[src/rtl/cam_pkg.sv]
// cam_pkg: shared state encoding and default frame geometry for the capture sequencer
package cam_pkg;
  typedef enum logic [2:0] {IDLE, ARM, SYNC, CAPTURE, DONE} state_t;
  localparam int H_PIX_DEF = 160;
  localparam int V_LINES_DEF = 120;
endpackage

[src/rtl/cam_edge_det.sv]
// cam_edge_det: registers a camera sync level once and flags its rising/falling edges
module cam_edge_det (
  input  logic clk,
  input  logic rst,
  input  logic d,
  output logic q,
  output logic rise,
  output logic fall
);
  logic q_d;
  always_ff @(posedge clk or posedge rst)
    if (rst) {q, q_d} <= 2'b00;
    else {q, q_d} <= {d, q};
  assign rise = q & ~q_d;
  assign fall = ~q & q_d;
endmodule

[src/rtl/cam_capture_ctrl.sv]
// cam_capture_ctrl: aligns captures to vsync frames and gates every frame-buffer write
module cam_capture_ctrl
  import cam_pkg::*;
#(
  parameter int AW = 15,
  parameter int H_PIX = H_PIX_DEF,
  parameter int V_LINES = V_LINES_DEF
) (
  input  logic          pclk,
  input  logic          rst,
  input  logic          start,
  input  logic          abort,
  input  logic          cont_mode,
  input  logic          vsync,
  input  logic          href,
  input  logic          px_vld,
  input  logic [7:0]    px_data,
  output logic          buf_we,
  output logic [AW-1:0] buf_addr,
  output logic [7:0]    buf_data,
  output logic          busy,
  output logic          frame_done,
  output logic          frame_err
);
  localparam int PW = $clog2(H_PIX + 1);
  localparam int LW = $clog2(V_LINES + 1);
  state_t state, state_n;
  logic vs, vs_rise, vs_fall, hr, hr_rise, hr_fall;
  logic [PW-1:0] px_cnt, px_eff;
  logic [LW-1:0] line_cnt, lc_n;
  logic [AW-1:0] line_base;
  logic cap, px_in, room, acc, close, line_sat, sync_entry, err_set;
  logic unused_edges;
  cam_edge_det u_vs (.clk(pclk), .rst(rst), .d(vsync), .q(vs), .rise(vs_rise), .fall(vs_fall));
  cam_edge_det u_hr (.clk(pclk), .rst(rst), .d(href), .q(hr), .rise(hr_rise), .fall(hr_fall));
  assign unused_edges = vs ^ hr_rise;
  always_ff @(posedge pclk or posedge rst)
    if (rst) state <= IDLE;
    else state <= state_n;
  always_comb begin
    state_n = state;
    case (state)
      IDLE:    if (start) state_n = ARM;
      ARM:     if (vs_rise) state_n = SYNC;
      SYNC:    if (vs_fall) state_n = CAPTURE;
      CAPTURE: if (vs_rise) state_n = DONE;
      DONE:    state_n = cont_mode ? SYNC : IDLE;
      default: state_n = IDLE;
    endcase
    if (abort) state_n = IDLE;
  end
  always_comb begin
    busy = state != IDLE;
    frame_done = state == DONE;
  end
  // A pixel landing on the same cycle as a vsync-truncated line close still counts toward that line
  always_comb begin
    cap = state == CAPTURE && !abort;
    px_in = cap && px_vld && hr;
    room = px_cnt < PW'(H_PIX) && line_cnt < LW'(V_LINES);
    acc = px_in && room;
    px_eff = px_cnt + PW'(acc);
    close = cap && (hr_fall || (vs_rise && hr)) && px_eff != '0;
    line_sat = line_cnt == LW'(V_LINES);
    lc_n = (close && !line_sat) ? line_cnt + LW'(1) : line_cnt;
    sync_entry = state_n == SYNC && state != SYNC;
    err_set = (px_in && !room) || (close && px_eff != PW'(H_PIX)) ||
              (cap && vs_rise && (hr || lc_n != LW'(V_LINES)));
  end
  always_ff @(posedge pclk or posedge rst)
    if (rst) begin
      buf_we <= 1'b0;
      buf_addr <= '0;
      buf_data <= '0;
      frame_err <= 1'b0;
      px_cnt <= '0;
      line_cnt <= '0;
      line_base <= '0;
    end else begin
      buf_we <= acc;
      if (acc) begin
        buf_data <= px_data;
        buf_addr <= line_base + AW'(px_cnt);
      end
      if (sync_entry) begin
        buf_addr <= '0;
        px_cnt <= '0;
        line_cnt <= '0;
        line_base <= '0;
        frame_err <= 1'b0;
      end else begin
        px_cnt <= close ? '0 : px_eff;
        line_cnt <= lc_n;
        if (close && !line_sat) line_base <= line_base + AW'(H_PIX);
        if (err_set) frame_err <= 1'b1;
      end
    end
endmodule
[config.mk]
export PLATFORM = sky130hd
export DESIGN_NAME = cam_capture_ctrl
export DESIGN_NICKNAME = d
export VERILOG_FILES = /design/src/rtl/cam_pkg.sv /design/src/rtl/cam_edge_det.sv /design/src/rtl/cam_capture_ctrl.sv
export SDC_FILE = /design/constraint.sdc
export NUM_CORES = 1
export LEC_CHECK = 0
export CORE_UTILIZATION = 45
export CTS_BUF_LIST = sky130_fd_sc_hd__clkbuf_8 sky130_fd_sc_hd__clkbuf_16
export DETAILED_ROUTE_END_ITERATION = 10
export MAX_ROUTING_LAYER = met4
export PLACE_DENSITY = 0.65
export SLEW_MARGIN = 15
export SYNTH_ARGS = -nofsm -noshare
export SYNTH_HDL_FRONTEND = slang
export SYNTH_SLANG_ARGS = --single-unit
[constraint.sdc]
create_clock -name pclk -period 6.1 [get_ports pclk]
set_clock_uncertainty 0.1 [all_clocks]
set_input_delay 1.22 -clock pclk [delete_from_list [all_inputs] [get_ports pclk]]
set_output_delay 1.22 -clock pclk [all_outputs]
set_load 0.1 [all_outputs]
* Word-level counts from Yosys, hierarchy flattened
Cells that the tools add are included. W data, S select, Z words.
Word-level totals: bits of input ports 16, bits in registers 62, logic and storage cells 77, output and inout bits 27
Cells by class: $add $sub $neg 4, $lt $le $gt $ge 2, bitwise gates (word level) 6, reduce and logical (&&, ||, !) cells 27, eq/ne operators 9, muxes and demuxes 17
Operators by type and width (count):
- $mux W15 | 4
- $mux W8 | 2
- $add A15 B8 Y15 | 1
- $add A15 B8 Y15 const B | 1
- $mux W3 | 5
- $pmux W3 S5 | 1
- $logic_and A1 B1 Y1 | 14
- $mux W7 | 2
- $eq A3 B2 Y1 const B | 3
- $add A8 B1 Y8 | 1
- $lt A8 B8 Y1 const B | 1
- $ne A8 B8 Y1 const B | 1
- $reduce_bool A8 Y1 | 1
- $add A7 B1 Y7 const B | 1
- $eq A7 B7 Y1 const B | 1
- $lt A7 B7 Y1 const B | 1
- $ne A7 B7 Y1 const B | 1
- $reduce_bool A2 Y1 | 3
- $logic_or A1 B1 Y1 | 4
- $and A1 B1 Y1 | 3
- $eq A3 B1 Y1 const B | 1
- $eq A3 B3 Y1 const B | 1
- $logic_not A1 Y1 | 3
- $logic_not A3 Y1 | 1
- 5 further kinds | 8

* Logic depth before layout (Yosys ltp)
Gate-level depths: netlist of the first run.
word-level depth 16, depth in mapped cells 17, gate-level depth less buffers 13

* By module
A second synthesis of the first run with hierarchy kept.
Second synthesis, totals: cells, all modules 299, area, all modules 2987.9 um2
Modules (own cells, without submodules):
- cam_capture_ctrl | sequential area each 1326.3 um2, area each 2850.2 um2, cells each 289, instances 1
- cam_edge_det | sequential area each 50.0 um2, area each 68.8 um2, cells each 5, instances 2

* Worst setup path after synthesis of the first run
Ideal clock, no wire load.
path type input to register, start input port abort, end register line_base[12], data required time 5.868 ns, setup slack 1.586 ns, buffers on the path 4, stages 16, arrival time 4.283 ns, setup time 0.132 ns, cells stage by stage nor3b_1 -> and3_1 -> nor2b_1 -> clkbuf_1 -> ha_1 -> and4_4 -> buf_6 -> mux2i_1 -> a221oi_1 -> a21boi_4 -> or3_1 -> buf_6 -> buf_8 -> nor4_4 -> xnor2_1 -> nor2_1
Between the ends: word-level cells in the longest chain between the ends 10, elaborated cells between the ends (all ways) 15, those cells by class add/sub (1); eq/ne (1); mux (2); reduce/logical (11)
Ends and longest elaborated chain:
- start, declared | RTL line cam_capture_ctrl.sv:12 | input logic abort,
- $logic_not A1 Y1 | RTL line cam_capture_ctrl.sv:58 | cap = state == CAPTURE && !abort;
- $logic_and A1 B1 Y1 | RTL line cam_capture_ctrl.sv:58
- $logic_and A1 B1 Y1 (2 in series) | RTL line cam_capture_ctrl.sv:59 | px_in = cap && px_vld && hr;
- $logic_and A1 B1 Y1 | RTL line cam_capture_ctrl.sv:61 | acc = px_in && room;
- named net acc | RTL line cam_capture_ctrl.sv:32 | logic cap, px_in, room, acc, close, line_sat, sync_entry, err_set;
- $add A8 B1 Y8 | RTL line cam_capture_ctrl.sv:62 | px_eff = px_cnt + PW'(acc);
- $reduce_bool A8 Y1 | RTL line cam_capture_ctrl.sv:63 | close = cap && (hr_fall || (vs_rise && hr)) && px_eff != '0;
- $logic_and A1 B1 Y1 | RTL line cam_capture_ctrl.sv:63
- $logic_and A1 B1 Y1 | RTL line cam_capture_ctrl.sv:94 | if (close && !line_sat) line_base <= line_base + AW'(H_PIX);
- $reduce_bool A2 Y1 (no source line)
- end signal, assigned | RTL line cam_capture_ctrl.sv:94
- end, declared | RTL line cam_capture_ctrl.sv:31 | logic [AW-1:0] line_base;
The timed path passes the listed nets, and every way through them passes these cells. A chain may end at the register's enable or synchronous reset.

* Worst setup path after layout of the first run
start input port abort, end register frame_err
Between the ends: word-level cells in the longest chain between the ends 15, elaborated cells between the ends (all ways) 25, those cells by class add/sub (1); eq/ne (3); mux (3); reduce/logical (18)
Ends and longest elaborated chain:
- $logic_not A1 Y1 | RTL line cam_capture_ctrl.sv:58
- $logic_and A1 B1 Y1 | RTL line cam_capture_ctrl.sv:58
- $logic_and A1 B1 Y1 (2 in series) | RTL line cam_capture_ctrl.sv:59
- $logic_and A1 B1 Y1 | RTL line cam_capture_ctrl.sv:61
- $add A8 B1 Y8 | RTL line cam_capture_ctrl.sv:62
- $reduce_bool A8 Y1 | RTL line cam_capture_ctrl.sv:63
- $logic_and A1 B1 Y1 | RTL line cam_capture_ctrl.sv:63
- $logic_and A1 B1 Y1 | RTL line cam_capture_ctrl.sv:65 | lc_n = (close && !line_sat) ? line_cnt + LW'(1) : line_cnt;
- $mux W7 | RTL line cam_capture_ctrl.sv:65
- $ne A7 B7 Y1 | RTL line cam_capture_ctrl.sv:68 | (cap && vs_rise && (hr || lc_n != LW'(V_LINES)));
- $logic_or A1 B1 Y1 | RTL line cam_capture_ctrl.sv:68
- $logic_and A1 B1 Y1 | RTL line cam_capture_ctrl.sv:68
- $logic_or A1 B1 Y1 | RTL line cam_capture_ctrl.sv:67 | err_set = (px_in && !room) || (close && px_eff != PW'(H_PIX)) ||
- $reduce_bool A2 Y1 (no source line)
- end signal, assigned | RTL line cam_capture_ctrl.sv:75 | frame_err <= 1'b0;
- end signal, assigned | RTL line cam_capture_ctrl.sv:90 | frame_err <= 1'b0;
- end signal, assigned | RTL line cam_capture_ctrl.sv:95 | if (err_set) frame_err <= 1'b1;
- end, declared | RTL line cam_capture_ctrl.sv:23 | output logic frame_err
Parallel ways exist; a longest one is shown, timed or not.

==> results.py, run 1 <==
metrics = {
    "run_status": {
        "outcome": "finished clean",
    },
    "floorplan": {
        "io_pins": 43,
        "die_h_um": 83.3,
        "dieArea_um2": 6940,
        "start_util_pct": 46.9,
        "core.rowCount": 29,
        "core_area_um2": 6350,
        "die_w_um": 83.3,
    },
    "final_layout": {
        "layout.cells.most_common_list": "dfrtp_1, nor2_1, clkdlybuf4s50_1",
        "drive_gt1_share_pct": 12.2,
        "diodes": 0,
        "stdcell_area_um2": 3610,
        "mostFrequentLayoutCell": "dfrtp_1",
        "fin_cells": 412,
        "synthToLayoutAreaGrowth_pct": 21.4,
        "nets": 354,
    },
    "clock_network": {
        "cts_buffers": 9,
        "clk_pin_slew_ns": 0.06,
        "htree_levels": 3,
        "cts.hold.buffers_added": 0,
        "ctsResizeCount": 0,
        "cts_sinks": 57,
        "clock_latency_ns": 0.34,
        "post_cts_buffers": 0,
        "root_buffer": "clkbuf_8",
        "cts_tree": "yes",
        "clk_path_buf_depth": 2,
    },
    "synthesis": {
        "synth_top_area_share_pct": 47.9,
        "synthCells": 287,
        "async_flop_share_pct": 100,
        "synthAdderAreaFrac_pct": 3.36,
        "synth_top_family_by_area": "simple AND/OR/NAND/NOR gates",
        "synth_xor_xnor_area_share_pct": 8.83,
        "synth-compound-area-share_pct": 8.24,
        "postSynthAreaPerCell_um2": 10.4,
        "synth_top_cell_by_area": "dfrtp_1",
        "synth_cell_types": 47,
        "synth_area_um2": 2980,
        "synth.area.mux_share_pct": 7.78,
        "yosys_register_bits": 57,
        "synth_edf_count": 0,
        "yosysWarningCount": 0,
        "synth-simple-area-share_pct": 20.0,
        "synth_fp_nets": 311,
        "ys.flop_type": "dfrtp_1",
        "ys_top_cells_by_area": "dfrtp_1, nor2_1, xnor2_1, mux2i_1, mux2_2",
        "yosysSeqAreaShare_pct": 47.9,
    },
    "worst_setup_path": {
        "cpMostUsedCell": "buf_4",
        "ff2ff_path_depth": 15,
        "r2r_slack_ns": 2.03,
        "cpPeakStageDelay_ns": 0.59,
        "start_kind": "primary input",
        "crit_chain": "clkdlybuf4s50_1, nor3b_1, and3_1, nor2b_2, buf_4, ha_1, and3_4, nand3_2, or4b_1, a21boi_4, or3_1, buf_4, mux2i_1, a311oi_1, o211ai_1",
        "critPathLaunch": "abort",
        "r2r_start": "state[2]",
        "worstPathArrival_ns": 4.89,
        "crit_slowest_cell": "or4b_1",
        "cp.required_ns": 6.21,
        "crit_path_end_kind": "register",
        "critical_path_class": "in -> reg",
        "cp_max_fo": 16,
    },
    "detailed_routing": {
        "drt_iter0_drc": 70,
        "routed_wirelength_um": 5690,
        "antenna_left": 0,
        "post_drt_wl_per_cell_um": 13.8,
        "drt-pass1-iter-count": 4,
        "vias_per_cell": 5.22,
        "drc": 0,
        "dr_total_vias": 2151,
    },
    "timing": {
        "tns_ns": 0,
        "grt_setup_unrepaired": "no",
        "min_period_over_period_pct": 78.5,
        "finalCriticalPeriod_ns": 4.79,
        "timing.fmax_ghz": 0.209,
        "slew_headroom_pct": 34.5,
        "hold_violations": 0,
        "worstMarginPinSlew_ns": 0.979,
        "setup_violations": 0,
        "final_max_slew_viol_count": 0,
    },
    "min_path": {
        "whs_path_depth": 0,
        "hp-start": "u_vs.q",
        "hold_class": "reg -> reg",
    },
    "pwr": {
        "ir_drop_mv": 0.196,
        "pwr-share-seq_pct": 44.4,
        "internal-power_w": 0.000602,
        "power_density_nw_per_um2": 257,
        "p_sw_share_pct": 35.2,
        "power_switching_w": 0.000327,
        "clockPowerShare_pct": 32.6,
        "combPwrFrac_pct": 23.1,
        "p_leak_nw": 1.63,
        "power_w": 0.000929,
    },
    "placed_design": {
        "placed_cell_area_um2": 3440,
        "placed_cells": 396,
        "gp_congestion": 0.771,
        "dp_hpwl_um": 3870,
        "numPortBuffers": 42,
    },
    "job": {
        "maxCapViolations": 0,
    },
    "grt": {
        "grt_use_total_pct": 18.6,
        "grt_pass1_vias": 2127,
        "grt_overflow_total": 0,
        "grt_pass1_wl_um": 9920,
        "grt_max_degree": 58,
        "antenna_found_initial": 0,
    },
}
## state kept, by name (all words and copies together), names as in the netlist
name and count:
buf_addr 15, buf_data 8, buf_we 1, frame_err 1, line_base 10, line_cnt 7, px_cnt 8, state 3
u_hr.q 1, u_hr.q_d 1, u_vs.q 1, u_vs.q_d 1
## path summary, 6_finish.rpt
kind | endpoint
max | frame_err
min | u_vs.q_d
max reg2reg | frame_err
min reg2reg | u_vs.q_d
max in group asynchronous | buf_addr[4]
min in group asynchronous | buf_data[7]
## per-stage QoR
stage	setup slack (ns)	hold slack, ns	util (%)
floorplan	1.59	0.267	-
global placement	1.11	0.283	54.2
detailed placement	0.976	0.291	54.2
CTS	1.32	0.308	56.9
global route	1.01	0.317	56.9
finish	1.31	0.309	56.9
## logic make-up (layout without fill, tap and decap cells)
kind of cell    count (synthesis)  in the layout
fa+ha+maj                       8              8
buf+inv                        22             70
flops                          57             57
simple gates                  115            115
mux                            22             22
compound gates                 33             33
xor+xnor                       30             30
## Yosys cell counts, types with 6 or more instances
library cell,number
mux2i_1,13
xor2_1,10
dfrtp_1,57
nor3_1,7
nand2_1,13
mux2_2,9
clkbuf_1,11
a21oi_1,6
ha_1,8
inv_1,7
nand3_1,6
nor2_1,53
xnor2_1,20
a211oi_1,8
## cell type report
type,count,area [um^2]
repair buffers,47,458
clock buffers,9,124
clock inverters,7,47.5
flip-flops and latches,57,1430
inverters,7,26.3
well taps,77,96.3
fillers,561,2740
multi-input cells,208,1440
## critical path, delay by kind of cell
kind            cells  cell delay [ns]
buf+inv             3             0.91
fa+ha+maj           1             0.28
simple gates        7             1.78
compound gates      3             0.58
mux                 1             0.11
## per-layer routing
layer,global-route usage [%],vias to the layer above,part of all wire [%]
li1,-,1073,-
met1,23.2,1038,47
met2,28.9,32,48
met3,6.26,8,3.6
met4,5.17,0,1.2
met5,-,-,0
## power groups by stage
stage	Sequential, W	Combinational, W	Clock [W]
floorplan	0.000520	0.0000601	0
global placement	0.000419	0.000215	0
detailed placement	0.000419	0.000216	0
CTS	0.000412	0.000217	0.000315
global route	0.000415	0.000227	0.000329
finish	0.000412	0.000214	0.000303
(Power assumes the default switching activity.)
==> run 2: changes to the inputs <==
==> constraint.sdc (replaced) <==
create_clock -name pclk -period 4.7 [get_ports pclk]
set_clock_uncertainty 0.1 [all_clocks]
set_input_delay 0.94 -clock pclk [delete_from_list [all_inputs] [get_ports pclk]]
set_output_delay 0.94 -clock pclk [all_outputs]
set_load 0.1 [all_outputs]
==> results.py, run 2 (synthesis gave the netlist of run 1 again) <==
metrics = {
    "run_status": {
        "outcome": "finished clean",
    },
    "clock_network": {
        "clock_latency_ns": 0.34,
        "cts_sinks": 57,
        "htree_levels": 3,
        "cts.hold.buffers_added": 0,
        "clk_pin_slew_ns": 0.07,
        "ctsResizeCount": 0,
        "clk_path_buf_depth": 2,
        "cts_tree": "yes",
        "cts_buffers": 9,
        "root_buffer": "clkbuf_8",
        "post_cts_buffers": 0,
    },
    "timing": {
        "hold_violations": 0,
        "tns_ns": 0,
        "min_period_over_period_pct": 90.5,
        "worstMarginPinSlew_ns": 0.981,
        "slew_headroom_pct": 34.4,
        "timing.fmax_ghz": 0.235,
        "final_max_slew_viol_count": 0,
        "finalCriticalPeriod_ns": 4.25,
        "setup_violations": 0,
        "setup_ws_ns": 0.445,
        "grt_setup_unrepaired": "no",
    },
    "placed_design": {
        "dp_slack_ns": 0.0837,
        "gp_congestion": 0.829,
        "dp_hpwl_um": 3890,
        "numPortBuffers": 42,
    },
    "worst_setup_path": {
        "crit_path_end_kind": "register",
        "r2r_end": "line_base[14]",
        "ff2ff_path_depth": 14,
        "r2r_start": "state[2]",
        "critical_path_class": "in -> reg",
        "cp_max_fo": 14,
        "crit_chain": "clkdlybuf4s50_1, nor3b_1, and3_1, nor2b_2, ha_1, and4_4, mux2i_1, a221oi_1, a21boi_4, or3_1, buf_4, nor4_1, xnor2_1, nor2_1",
        "r2r_slack_ns": 0.86,
        "start_kind": "primary input",
        "worstPathArrival_ns": 4.38,
        "crit_slowest_cell": "clkdlybuf4s50_1",
        "cpPeakStageDelay_ns": 0.44,
        "cp.required_ns": 4.82,
    },
    "floorplan": {
        "core_area_um2": 6350,
        "start_util_pct": 46.9,
        "core.rowCount": 29,
        "die_h_um": 83.3,
        "die_w_um": 83.3,
        "dieArea_um2": 6940,
        "io_pins": 43,
    },
    "pwr": {
        "ir_drop_mv": 0.292,
        "power_density_nw_per_um2": 374,
        "p_leak_nw": 1.68,
    },
    "final_layout": {
        "fill_cells": 543,
        "diodes": 0,
        "reg_top3": "buf_addr (15), line_base (10)",
        "largest-register": "buf_addr",
        "regArea_um2": 1430,
        "nets": 355,
        "largest_reg_flops": 15,
        "layout.cells.most_common_list": "dfrtp_1, nor2_1, clkdlybuf4s50_1",
        "mostFrequentLayoutCell": "dfrtp_1",
        "multi_input_area_um2": 1440,
        "synthToLayoutAreaGrowth_pct": 24.1,
        "drive_gt1_share_pct": 12.5,
    },
    "min_path": {
        "hold_class": "reg -> reg",
        "whs_path_depth": 0,
        "hp-start": "u_vs.q",
        "hold_path_end": "u_vs.q_d",
    },
    "grt": {
        "grt_max_degree": 49,
        "grt_pass1_vias": 2107,
        "grt_use_total_pct": 18.9,
        "grt_overflow_total": 0,
        "antenna_found_initial": 0,
        "grt_pass1_wl_um": 9980,
    },
    "detailed_routing": {
        "vias_per_cell": 5.16,
        "dr_total_vias": 2131,
        "routed_wirelength_um": 5650,
        "post_drt_wl_per_cell_um": 13.7,
        "antenna_left": 0,
        "drt-pass1-iter-count": 4,
        "drc": 0,
        "drt_iter0_drc": 83,
    },
    "job": {
        "maxCapViolations": 0,
    },
}
==> run 2: changes by cell type in the layout (fill, tap and decap cells not counted) <==
cell and change:
buf_4 +1, clkbuf_8 +1, bufinv_16 +3, clkinvlp_4 -3, inv_6 -1
==> run 2: area by class of cell <==
class / instances / area share [%]
Tap cell: 77 / 2.61
Clock inverter: 6 / 2.88
Inverter: 7 / 0.711
Clock buffer: 10 / 3.73
Sequential cell: 57 / 38.6
Multi-Input combinational cell: 208 / 38.9
Timing Repair Buffer: 48 / 12.6
==> run 2: worst max-delay path, delay by kind of cell <==
kind	cells	cell delay, ns
AO/OA/AOI/OAI	2	0.30
XOR/XNOR	1	0.18
buffers and inverters	2	0.65
adder cells (fa/ha/maj)	1	0.26
AND/OR/NAND/NOR	7	1.86
multiplexers	1	0.19
==> run 2: how the worst max path moves through the flow <==
stage / from / to / slack, ns
CTS: abort / frame_err / 0.46
floorplan: abort / line_base[12] / 0.47
detailed placement: abort / frame_err / 0.08
global placement: abort / frame_err / 0.21
global route: abort / frame_err / 0.20
finish: abort / line_base[14] / 0.45
==> run 2: layer usage <==
layer | global-route usage (%) | routed length, um | part of all wire (%) | up-vias
li1 | - | - | - | 1075
met1 | 25.0 | 2850 | 50 | 1026
met2 | 27.1 | 2550 | 45 | 20
met3 | 4.17 | 108 | 1.9 | 10
met4 | 10.3 | 144 | 2.6 | 0
met5 | - | 0 | 0 | -
==> run 2: power breakdown <==
group | total, W | internal, W | leakage (nW) | switching [W]
Sequential | 0.000535 | 0.000516 | 0.782 | 0.0000182
Clock | 0.000571 | 0.000364 | 0.124 | 0.000207
Combinational | 0.000277 | 0.0000760 | 0.776 | 0.000201
Total | 0.00138 | 0.000956 | 1.68 | 0.000427
==> run 2: through the flow <==
step / std cells / power [W] / cell area, um^2 / util (%) / hold slack [ns]
2_1_floorplan: 287 / 0.000753 / 2980 / - / 0.267
5_1_grt: 413 / 0.00144 / 3690 / 58.2 / 0.324
6_report: 413 / 0.00138 / 3690 / 58.2 / 0.299
3_3_place_gp: 397 / 0.000823 / 3450 / 54.3 / 0.282
4_1_cts: 413 / 0.00140 / 3690 / 58.2 / 0.304
3_5_place_dp: 397 / 0.000824 / 3450 / 54.3 / 0.289
